<file path="src/rtl/program_loader_pkg.sv">
// Shared types and constants for the byte-stream program loader.
package program_loader_pkg;

   typedef enum logic [2:0] {
      IDLE   = 3'd0,
      HDR_HI = 3'd1,
      HDR_LO = 3'd2,
      LOAD   = 3'd3,
      WRITE  = 3'd4,
      DONE   = 3'd5,
      ERROR  = 3'd6
   } state_t;

   localparam int HDR_BYTES      = 2;
   localparam int BYTES_PER_WORD = 4;

endpackage

</file>
<file path="src/rtl/program_loader_if.sv">
// Byte stream in, program-memory write bus out.
interface program_loader_if #(
   parameter int AW = 5
);
   logic          byte_valid;
   logic [7:0]    byte_data;
   logic          byte_ready;
   logic          wr_en;
   logic [AW-1:0] wr_addr;
   logic [31:0]   wr_data;

   modport master (
      output byte_valid, byte_data,
      input  byte_ready, wr_en, wr_addr, wr_data
   );

   modport slave (
      input  byte_valid, byte_data,
      output byte_ready, wr_en, wr_addr, wr_data
   );
endinterface

</file>
<file path="src/rtl/program_loader_word_assembler.sv">
// Shifts stream bytes MSB-first into a 32-bit word and flags the 4th byte.
module program_loader_word_assembler
   import program_loader_pkg::*;
(
   input  logic        clk,
   input  logic        rst,
   input  logic        clear,
   input  logic        shift_en,
   input  logic [7:0]  byte_in,
   output logic [31:0] word,
   output logic        word_complete
);
   logic [31:0] word_reg;
   logic [1:0]  idx_reg;

   always_ff @(posedge clk or posedge rst) begin
      if (rst) begin
         word_reg <= 32'd0;
         idx_reg  <= 2'd0;
      end else if (clear) begin
         idx_reg  <= 2'd0;
      end else if (shift_en) begin
         word_reg <= {word_reg[23:0], byte_in};
         idx_reg  <= idx_reg + 2'd1;
      end
   end

   assign word          = word_reg;
   assign word_complete = shift_en && (idx_reg == 2'(BYTES_PER_WORD - 1));

endmodule

</file>
<file path="src/rtl/program_loader.sv">
// Boot loader: length-prefixed byte stream -> sequential program-memory words,
// holding the processor in reset until the final word has been written.
module program_loader
   import program_loader_pkg::*;
#(
   parameter int MEMORY_DEPTH = 32,
   parameter int AW           = $clog2(MEMORY_DEPTH)
) (
   input  logic                   clk,
   input  logic                   reset,
   input  logic                   start,
   program_loader_if.slave        bus,
   output logic                   cpu_reset,
   output logic                   done,
   output logic                   error
);
   state_t        state_reg, state_next;
   logic [15:0]   count_reg;
   logic [AW:0]   word_idx_reg;
   logic [AW:0]   word_idx_inc;
   logic [AW-1:0] wr_addr_reg;
   logic [31:0]   wr_data_reg;
   logic [31:0]   asm_word;
   logic          word_complete;
   logic [15:0]   hdr_count;
   logic          ready;
   logic          accept;
   logic          last_word;

   assign accept       = bus.byte_valid && ready;
   assign hdr_count    = {count_reg[15:8], bus.byte_data};
   assign word_idx_inc = word_idx_reg + 1'b1;
   assign last_word    = (16'(word_idx_inc) == count_reg);

   program_loader_word_assembler u_asm (
      .clk           (clk),
      .rst           (reset),
      .clear         (state_reg == HDR_LO),
      .shift_en      (accept && (state_reg == LOAD)),
      .byte_in       (bus.byte_data),
      .word          (asm_word),
      .word_complete (word_complete)
   );

   always_ff @(posedge clk or posedge reset) begin
      if (reset) state_reg <= IDLE;
      else       state_reg <= state_next;
   end

   always_comb begin
      state_next = state_reg;
      case (state_reg)
         IDLE, DONE, ERROR: if (start) state_next = HDR_HI;
         HDR_HI:            if (accept) state_next = HDR_LO;
         HDR_LO: begin
            if (accept) begin
               if (hdr_count == 16'd0)                    state_next = DONE;
               else if (hdr_count > 16'(MEMORY_DEPTH))    state_next = ERROR;
               else                                       state_next = LOAD;
            end
         end
         LOAD:              if (word_complete) state_next = WRITE;
         WRITE:             state_next = last_word ? DONE : LOAD;
         default:           state_next = IDLE;
      endcase
   end

   // Address/data are presented live during WRITE and held from these copies afterwards.
   always_ff @(posedge clk or posedge reset) begin
      if (reset) begin
         count_reg    <= 16'd0;
         word_idx_reg <= '0;
         wr_addr_reg  <= '0;
         wr_data_reg  <= 32'd0;
      end else begin
         if (state_reg == HDR_HI && accept) count_reg[15:8] <= bus.byte_data;
         if (state_reg == HDR_LO && accept) begin
            count_reg[7:0] <= bus.byte_data;
            word_idx_reg   <= '0;
         end
         if (state_reg == WRITE) begin
            word_idx_reg <= word_idx_inc;
            wr_addr_reg  <= word_idx_reg[AW-1:0];
            wr_data_reg  <= asm_word;
         end
      end
   end

   always_comb begin
      ready       = (state_reg == HDR_HI) || (state_reg == HDR_LO) || (state_reg == LOAD);
      bus.wr_en   = (state_reg == WRITE);
      bus.wr_addr = (state_reg == WRITE) ? word_idx_reg[AW-1:0] : wr_addr_reg;
      bus.wr_data = (state_reg == WRITE) ? asm_word : wr_data_reg;
      cpu_reset   = (state_reg != DONE);
      done        = (state_reg == DONE);
      error       = (state_reg == ERROR);
   end

   assign bus.byte_ready = ready;

endmodule

</file>
<file path="src/flat_wrapper.sv">
// flat-port wrapper written by rule: the top's interface ports become plain ports
module program_loader_flat import program_loader_pkg::*;
#(
   parameter int MEMORY_DEPTH = 32,
   parameter int AW           = $clog2(MEMORY_DEPTH)
)
  (clk, reset, start, cpu_reset, done, error, bus_byte_valid, bus_byte_data, bus_byte_ready, bus_wr_en, bus_wr_addr, bus_wr_data);
  program_loader_if #(.AW(AW)) bus_i ();
  input  logic clk;
  input  logic reset;
  input  logic start;
  output logic cpu_reset;
  output logic done;
  output logic error;
  input wire logic [$bits(bus_i.byte_valid)-1:0] bus_byte_valid;
  input wire logic [$bits(bus_i.byte_data)-1:0] bus_byte_data;
  output wire logic [$bits(bus_i.byte_ready)-1:0] bus_byte_ready;
  output wire logic [$bits(bus_i.wr_en)-1:0] bus_wr_en;
  output wire logic [$bits(bus_i.wr_addr)-1:0] bus_wr_addr;
  output wire logic [$bits(bus_i.wr_data)-1:0] bus_wr_data;
  assign bus_i.byte_valid = bus_byte_valid;
  assign bus_i.byte_data = bus_byte_data;
  assign bus_byte_ready = bus_i.byte_ready;
  assign bus_wr_en = bus_i.wr_en;
  assign bus_wr_addr = bus_i.wr_addr;
  assign bus_wr_data = bus_i.wr_data;
  program_loader #(.MEMORY_DEPTH(MEMORY_DEPTH), .AW(AW)) u_core (.clk(clk), .reset(reset), .start(start), .bus(bus_i), .cpu_reset(cpu_reset), .done(done), .error(error));
endmodule
</file>
<file path="config.mk">
export PLATFORM = sky130hd
export DESIGN_NAME = program_loader_flat
export DESIGN_NICKNAME = d
export VERILOG_FILES = /design/src/rtl/program_loader_pkg.sv /design/src/rtl/program_loader_if.sv /design/src/rtl/program_loader_word_assembler.sv /design/src/rtl/program_loader.sv /design/src/flat_wrapper.sv
export SDC_FILE = /design/constraint.sdc
export NUM_CORES = 1
export LEC_CHECK = 0
export CORE_MARGIN = 3
export CORE_UTILIZATION = 25
export CTS_CLUSTER_SIZE = 40
export DETAILED_ROUTE_END_ITERATION = 12
export HOLD_SLACK_MARGIN = 0.05
export PLACE_DENSITY_LB_ADDON = 0.25
export REMOVE_ABC_BUFFERS = 1
export SLEW_MARGIN = 20
export SYNTH_ARGS = -nofsm -noshare
export SYNTH_HDL_FRONTEND = slang
export SYNTH_SLANG_ARGS = --single-unit
</file>
<file path="constraint.sdc">
create_clock -name clk -period 3.67 [get_ports clk]
set_clock_uncertainty 0.1 [all_clocks]
set_input_delay 0.5505 -clock clk [delete_from_list [all_inputs] [get_ports clk]]
set_output_delay 0.5505 -clock clk [all_outputs]
set_load 0.02 [all_outputs]
</file>
=== Word-level counts from Yosys, hierarchy flattened ===
Cells that the tools add are included.

* Bits in registers: 96
* Output and inout port bits: 42

* Eq/ne operators: 13
* Muxes and demuxes: 14
* Reductions and logical operators: 14
* Add/sub/neg operators: 2
* Magnitude comparators: 1
* Bitwise operators: 1

{| class="wikitable"
|+ Operator list
! cell !! count
|-
| $mux 32 || 1
|-
| $mux 3 || 7
|-
| $eq 6x16->1 || 1
|-
| $gt 16x6->1 const B || 1
|-
| $logic_not 16->1 || 1
|-
| $pmux 3 s5 || 1
|-
| $mux 6 || 2
|-
| $eq 3x3->1 const B || 3
|-
| $add 6x1->6 const B || 1
|-
| $eq 3x2->1 const B || 2
|-
| $logic_and 1x1->1 || 5
|-
| $mux 5 || 1
|-
| $mux 2 || 2
|-
| $ne 2x1->1 const B || 2
|-
| $ne 2x2->1 const B || 2
|-
| $reduce_and 4->1 || 1
|-
| $reduce_bool 2->1 || 2
|-
| $eq 3x1->1 const B || 1
|-
| $logic_not 3->1 || 1
|-
| $ne 3x3->1 const B || 1
|-
| $reduce_or 3->1 || 1
|-
| $add 2x1->2 const B || 1
|-
| $eq 2x2->1 const B || 1
|-
| $logic_or 1x1->1 || 2
|-
| 2 further kinds || 2
|}

=== Depth between registers and ports, before layout ===
Gate-level depths: netlist of the first run.

* Depth in word-level cells: 8
* Gate-level depth with buffers: 7
* Mapped depth without buffers: 6

=== Cells and area by module ===
Synthesis of the first run repeated with hierarchy kept, for this count alone.

* Cells, all modules: 368
* Area total of the unflattened synthesis: 4192.8 um2

{| class="wikitable"
|+ Modules (own cells, without submodules)
! module !! seq. area each (um2) !! cells an instance !! area an instance (um2) !! times used
|-
| program_loader || 1551.5 || 290 || 2742.6 || 1
|-
| program_loader_word_assembler || 850.8 || 78 || 1450.1 || 1
|}

=== Worst setup path before layout of the first run ===
Ideal clock, no wire load.

* Kind: register to output
* From: register u_core.state_reg[1]
* To: output bus_wr_data[10]
* Buffers on the path: 2
* Stages on the path, launching flop included: 8
* Slack: 1.575 ns
* Arrival: 1.445 ns
* Data required time: 3.019 ns
* Cell sequence: dfrtp_1 -> buf_4 -> inv_1 -> nand3_2 -> clkinv_1 -> clkbuf_1 -> nand2_1 -> nand2_1

* Cells in the longest elaborated chain, start to end: 2

{| class="wikitable"
|+ Ends and longest elaborated chain
! element !! line !! text
|-
| start, declared || program_loader.sv:17 || <nowiki>state_t state_reg, state_next;</nowiki>
|-
| start signal, assigned || program_loader.sv:47 || <nowiki>else state_reg <= state_next;</nowiki>
|-
| $eq 3x3->1 || program_loader.sv:93 || <nowiki>bus.wr_data = (state_reg == WRITE) ? asm_word : wr_data_reg;</nowiki>
|-
| $mux 32 || program_loader.sv:93 ||
|-
| end, declared || flat_wrapper.sv:20 || <nowiki>output wire logic [$bits(bus_i.wr_data)-1:0] bus_wr_data;</nowiki>
|}

Every way passes these cells.

=== Worst setup path in the final report of the first run ===
* From: register u_core.state_reg[0]
* To: output bus_wr_data[23]

Same word-level chain as after synthesis.

==> metrics, run 1 <==
CTS resizes 0; Min Clock Period, post-route 3.03 ns; CP Cell Sequence inv_1 -> nand3_2 -> clkinv_1 -> buf_4 -> nand2_1 -> nand2_1 -> clkdlybuf4s50_1; drt wl/cell 13.8 um; crit-path max cell delay between 0.6 and 0.7 ns; register clock-pin slew on the reported worst setup and hold paths approximately 0.060 ns; final setup fails 0; # diodes 0; HP Class reg -> reg; RSZ-0062 raised after global routing no; Worst slew margin 0.498; synth unique cells a little over 40; Setup TNS 0 ns; cell area after layout ~0.0051 mm^2; # IOs 54; Final Hold Viols 0; Worst-Skew Late Latency between 0.3 and 0.4 ns; syn avg cell area between 10 and 15 um^2; largest net degree at the start of global routing 83; post-synth top area cell dfrtp_1; nets around 440; postcts setup bufs 0; vias in the first global route roughly 2800; XOR/XNOR share of the synthesized area 0.0196; Vias roughly 2800; Critical Path RT approximately 3.0 ns; Critical Path Sink Type output port; TritonCTS clock tree done; DRT iter0 DRCs 120; Fillers roughly 1600; H-tree depth 3; Reg-to-Reg Start u_core.state_reg[2]; Setup crit start u_core.state_reg[0]; compound-gate portion of the synthesized area 0.0482; YS warnings 0; Overflow after GRT 0; ys flop type dfrtp_1; Synth async-reset ratio 1.00; Cell Pwr Density about 890 mW/mm^2; share of the synthesized area in the top cell type 0.597; Initial Util 0.260; mux cell area share after synthesis 0.137; Post-Synth Simple-Gate Area 0.168; CP max-delay cell clkdlybuf4s50_1; Rows 45; clock sink count 96; drt drc 0; Final period util 0.827; post-detail-place hpwl roughly 5900 um; Critical Path AT between 2 and 2.5 ns; Hold Crit Start u_core.wr_data_reg[17]; Buffers on Ports 53; Worst setup SP type register; Leak Pwr roughly 2.3 nW; most common cell after layout, fill and taps aside nand2_1; layout cell share with drive strength beyond 1 0.177; CORE AREA about 0.015 mm^2; top cells by area, synth dfrtp_1 (60%), mux2_2 (13%), nand2_1 (11%), o21ai_0 (1.1%), xnor2_1 (1.1%); Seq/Total Area, Yosys 0.597; GP Congestion between 0.8 and 0.9; TritonRoute pass-1 iters 4; Chip Height 133 um; ANT nets after route 0; first-pass GRT wire length between 10000 and 15000 um; cell repeated most along the worst path nand2_1; area of the mapped netlist 0.00403 mm^2; Area after DPL 0.00481 mm^2; main combinational cell family by area after synthesis simple AND/OR/NAND/NOR gates; outcome finished, final reports clean; total global-route track usage 0.105; Peak Freq ~330 MHz; synthesized instance count approximately 360; total CTS buffers 9; Worst VDD drop a little under 0.0003 V; Post-synth EDFFs 0; Slew @ Worst Pin approximately 0.75 ns; antenna violations before repair 0; Layout area overhead 26.8%; Adder-Cell Fraction of Synth Area 0.00622; commonest cells after routing, fill and taps aside nand2_1 (121), dfrtp_1 (96), clkdlybuf4s50_1 (53), mux2_2 (48); CP Class reg -> out; max-cap viol count 0; CP max FO 27; Bufs on Longest Clock Path 2; Die Area 0.0177 mm^2; CTS Root Cell clkbuf_16; final WL 8740 um; #FFs+latches synth 96; Slew Viols, Final 0; die width around 130 um; vias per inst around 4.3; hold_buf cts 0
[final cells by class]
class                   count  area [um^2]  share of cell area
flip-flops and latches     96         2400               0.471
multi-input cells         247         1530               0.299
repair buffers             61          591               0.116
well taps                 211          264              0.0517
clock buffers              12          256              0.0502
clock inverters             2         38.8             0.00760
inverters                   6         27.5             0.00539
[through the flow]
stage                     utilization  total power, mW  instances  hold WS [ns]  worst slack, ns
after floorplan                     -             2.90        349         0.367            0.514
after global placement          0.310             3.59        621         0.354             1.02
after detailed placement        0.310             3.63        621         0.359            0.995
after CTS                       0.330             4.61        635         0.375            0.611
after global routing            0.330             4.86        635         0.396            0.454
final                           0.330             4.53        635         0.366            0.636
[synthesized netlist by cell type (2+ instances only)]
cell type and instances:
dfrtp_1 96, a22oi_1 2, nor2_1 8, ha_1 2, o21ai_0 9, nor2b_1 2
nand3b_1 2, inv_1 5, nand2_1 121, buf_2 6, a211oi_1 2, mux2_2 48
clkbuf_1 6, a21oi_1 4, o22ai_1 3, nor3_1 2, o211ai_1 2, nand3_1 6
xnor2_1 5, nor4_1 4, xor2_1 4, nand2b_1 4, buf_4 3
[power breakdown]
part           switching, mW  internal (mW)
combinational          0.886          0.873
sequential             0.300           1.53
clock                  0.381          0.561
[kinds of logic (layout without fill, tap and decap cells)]
| logic type | Yosys count | in the layout |
|---|---|---|
| buffers and inverters | 21 | 81 |
| AO/OA/AOI/OAI | 30 | 30 |
| AND/OR/NAND/NOR | 157 | 157 |
| XOR/XNOR | 9 | 9 |
| flip-flops | 96 | 96 |
| adder cells (fa/ha/maj) | 2 | 2 |
| multiplexers | 49 | 49 |
[path summary, 6_finish.rpt]
kind                                                to  slack [ns]  cells after the start
worst max-delay path                   bus_wr_data[23]        0.64                      7
worst min-delay path            u_core.wr_data_reg[17]        0.37                      2
worst max register to register    u_core.u_asm.word[9]        1.33                      5
worst min register to register  u_core.wr_data_reg[17]        0.37                      2
max in group asynchronous       u_core.wr_data_reg[12]        2.24                      3
min in group asynchronous       u_core.wr_data_reg[24]        0.61                      2
[per-layer routing]
layer,share of wire,global-route usage,vias up,routed length (um)
met1,0.50,0.142,1362,4360
met2,0.45,0.158,52,3920
li1,-,-,1334,-
met3,0.043,0.0395,7,378
met5,0,0,-,0
met4,0.0092,0.0266,0,80
[critical path, delay by kind of cell (launching register included)]
family | cells | cell delay, ns
and+or+nand+nor | 3 | 0.32
DFF | 1 | 0.53
buffers and inverters | 4 | 1.19
Power figures use the tool's default switching activity.
==> run 2: changes to the inputs <==
==> constraint.sdc (replaced) <==
create_clock -name clk -period 2.6 [get_ports clk]
set_clock_uncertainty 0.1 [all_clocks]
set_input_delay 0.39 -clock clk [delete_from_list [all_inputs] [get_ports clk]]
set_output_delay 0.39 -clock clk [all_outputs]
set_load 0.02 [all_outputs]
==> run 2 against run 1 <==
Power increased by 38%. Worst setup slack got worse by 0.37 ns. Utilization increased by 0.10 points. Combinational power increased by 34%. Critical path depth unchanged. Register-to-register slack got worse by 0.91 ns. Cell area increased by 0.32%. First-iteration DRC count increased by 7.5%. Via count decreased by 0.73%. Hold slack improved by 0.00090 ns. Critical endpoint is now bus_wr_data[0]. Largest cell class unchanged. Largest power group unchanged. Highest routed layer unchanged.
==> metrics, run 2 (synthesis results as in run 1) <==
Die Area 0.0177 mm^2 (unchanged); Rows 45 (unchanged); TritonCTS clock tree done (unchanged); CP Cell Sequence inv_1 -> nand3_2 -> clkinv_1 -> buf_6 -> nand2_1 -> nand2_1 -> dlygate4sd2_1 (was inv_1 -> nand3_2 -> clkinv_1 -> buf_4 -> nand2_1 -> nand2_1 -> clkdlybuf4s50_1); ANT nets after route 0 (unchanged); Worst setup SP type register (unchanged); Final period util 0.897; Vias 2735 (was 2755); Slew @ Worst Pin 0.539 ns (was 0.753 ns); most common cell after layout, fill and taps aside nand2_1 (unchanged); Min Clock Period, post-route between 2 and 2.5 ns; final WL 8560 um (was 8740 um); cell repeated most along the worst path nand2_1 (unchanged); CP max-delay cell dfrtp_1 (was clkdlybuf4s50_1); clock sink count 96 (unchanged); CTS resizes 38 (was 0); CP Class reg -> out (unchanged); total CTS buffers 9 (unchanged); Peak Freq between 400 and 500 MHz; # diodes 0 (unchanged); GP Congestion 0.792 (was 0.828); drt wl/cell 13.3 um (was 13.8 um); commonest cells after routing, fill and taps aside nand2_1 (121), dfrtp_1 (96), mux2_2 (48), dlygate4sd2_1 (37), clkdlybuf4s50_1 (15) (was nand2_1 (121), dfrtp_1 (96), clkdlybuf4s50_1 (53), mux2_2 (48)); H-tree depth 3 (unchanged); Buffers on Ports 53 (unchanged); TritonRoute pass-1 iters 4 (unchanged); first-pass GRT wire length 14500 um (was 14800 um); Overflow after GRT 0 (unchanged); Worst slew margin 0.640 (was 0.498); Critical Path Sink Type output port (unchanged); fin util 0.331 (was 0.330); path depth of the worst reg2reg path 6 (was 5); RSZ-0062 raised after global routing no (unchanged); largest net degree at the start of global routing 97 (was 83); CP max FO 27 (unchanged); Area after DPL 0.00486 mm^2 (was 0.00481 mm^2); Reg power frac 0.405 (was 0.404); drt drc 0 (unchanged); post-detail-place hpwl 5900 um (was 5920 um); combinational power share 0.378 (was 0.388); max-cap viol count 0 (unchanged); hold_buf cts 0 (unchanged); register clock-pin slew on the reported worst setup and hold paths 0.07 ns (was 0.06 ns); vias in the first global route 2705 (was 2849); Worst VDD drop 0.000465 V (was 0.000295 V); Initial Util 0.260 (unchanged); Net Sw Power 2.23 mW (was 1.57 mW); HP Class reg -> reg (unchanged); CORE AREA 0.0155 mm^2 (unchanged); die width 133 um (unchanged); layout cell share with drive strength beyond 1 0.191 (was 0.177); DRT iter0 DRCs 129 (was 120); vias per inst 4.27 (was 4.34); cell area after layout 0.00512 mm^2 (was 0.00510 mm^2); Final Hold Viols 0 (unchanged); nets 440 (was 435); # IOs 54 (unchanged); Chip Height 133 um (unchanged); outcome finished, final reports clean (unchanged); Internal 4.03 mW (was 2.96 mW); Layout area overhead 27.2% (was 26.8%); Critical Path AT 1.84 ns (was 2.38 ns); Leak Pwr 2.50 nW (was 2.32 nW); crit-path max cell delay 0.37 ns (was 0.61 ns); Cell Pwr Density 1220 mW/mm^2 (was 888 mW/mm^2); postcts setup bufs 0 (unchanged); CTS Root Cell clkbuf_16 (unchanged); hold depth 2 (unchanged); clock share of power 0.217 (was 0.208); final setup fails 0 (unchanged); Worst-Skew Late Latency 0.34 ns (about the same); total global-route track usage 0.103 (was 0.105); Critical Path RT 2.11 ns (was 3.02 ns); Slew Viols, Final 0 (unchanged); switch share 0.356 (was 0.346); Bufs on Longest Clock Path 2 (unchanged); antenna violations before repair 0 (unchanged)
run 2: cell count changes in the layout (fill, tap and decap cells not counted), sizes merged:
cell | before | now
clkbuf | 12 | 11
dlymetal6s2s | 0 | 1
clkinvlp | 0 | 1
clkinv | 1 | 2
clkdlybuf4s50 | 53 | 15
buf | 8 | 13
dlygate4sd2 | 0 | 37
run 2: worst paths after layout:
path                                        start  slack (ns)                     end
max                           u_core.state_reg[1]        0.27          bus_wr_data[0]
min                         u_core.wr_data_reg[4]        0.37   u_core.wr_data_reg[4]
max reg2reg                u_core.word_idx_reg[0]        0.42     u_core.state_reg[1]
min reg2reg                 u_core.wr_data_reg[4]        0.37   u_core.wr_data_reg[4]
max in group asynchronous                   reset        1.57   u_core.u_asm.word[14]
min in group asynchronous                   reset        0.39  u_core.wr_data_reg[24]
run 2: critical path, delay by kind of cell, from the launching register on:
kind | cells | cell delay, ns
buffers and inverters | 4 | 0.80
DFF | 1 | 0.37
and+or+nand+nor | 3 | 0.30
run 2: area by class of cell:
cell class / count / area [um^2]
clock buffer: 11 / 253
clock inverter: 4 / 51.3
fill: 1585 / 10400
inverter: 6 / 25.0
multi-input combinational: 247 / 1530
sequential: 96 / 2400
tap: 211 / 264
timing repair buffer: 66 / 601
run 2: power by group through the flow:
stage / logic (mW) / registers (mW) / clock network, mW
floorplan: 1.60 / 2.49 / 0
global placement: 2.57 / 2.55 / 0
detailed placement: 2.61 / 2.57 / 0
CTS: 2.41 / 2.55 / 1.42
global route: 2.61 / 2.63 / 1.48
finish: 2.36 / 2.54 / 1.35
run 2: routing by layer:
layer / routed length, um / global-route usage / up-vias / share of wire
li1: - / - / 1344 / -
met1: 4300 / 0.143 / 1325 / 0.50
met2: 3740 / 0.152 / 55 / 0.44
met3: 401 / 0.0323 / 11 / 0.047
met4: 120 / 0.0329 / 0 / 0.014
met5: 0 / 0 / - / 0
run 2: through the flow:
stage / instances / power, mW / setup WS, ns / setup TNS [ns] / hold slack, ns
2_1_floorplan: 349 / 4.09 / -0.395 / -56.18 / 0.367
3_3_place_gp: 626 / 5.13 / 0.281 / 0 / 0.355
5_1_grt: 641 / 6.72 / 0.0767 / 0 / 0.389
6_report: 641 / 6.25 / 0.267 / 0 / 0.367
4_1_cts: 641 / 6.38 / 0.0693 / 0 / 0.374
3_5_place_dp: 626 / 5.18 / 0.272 / 0 / 0.358
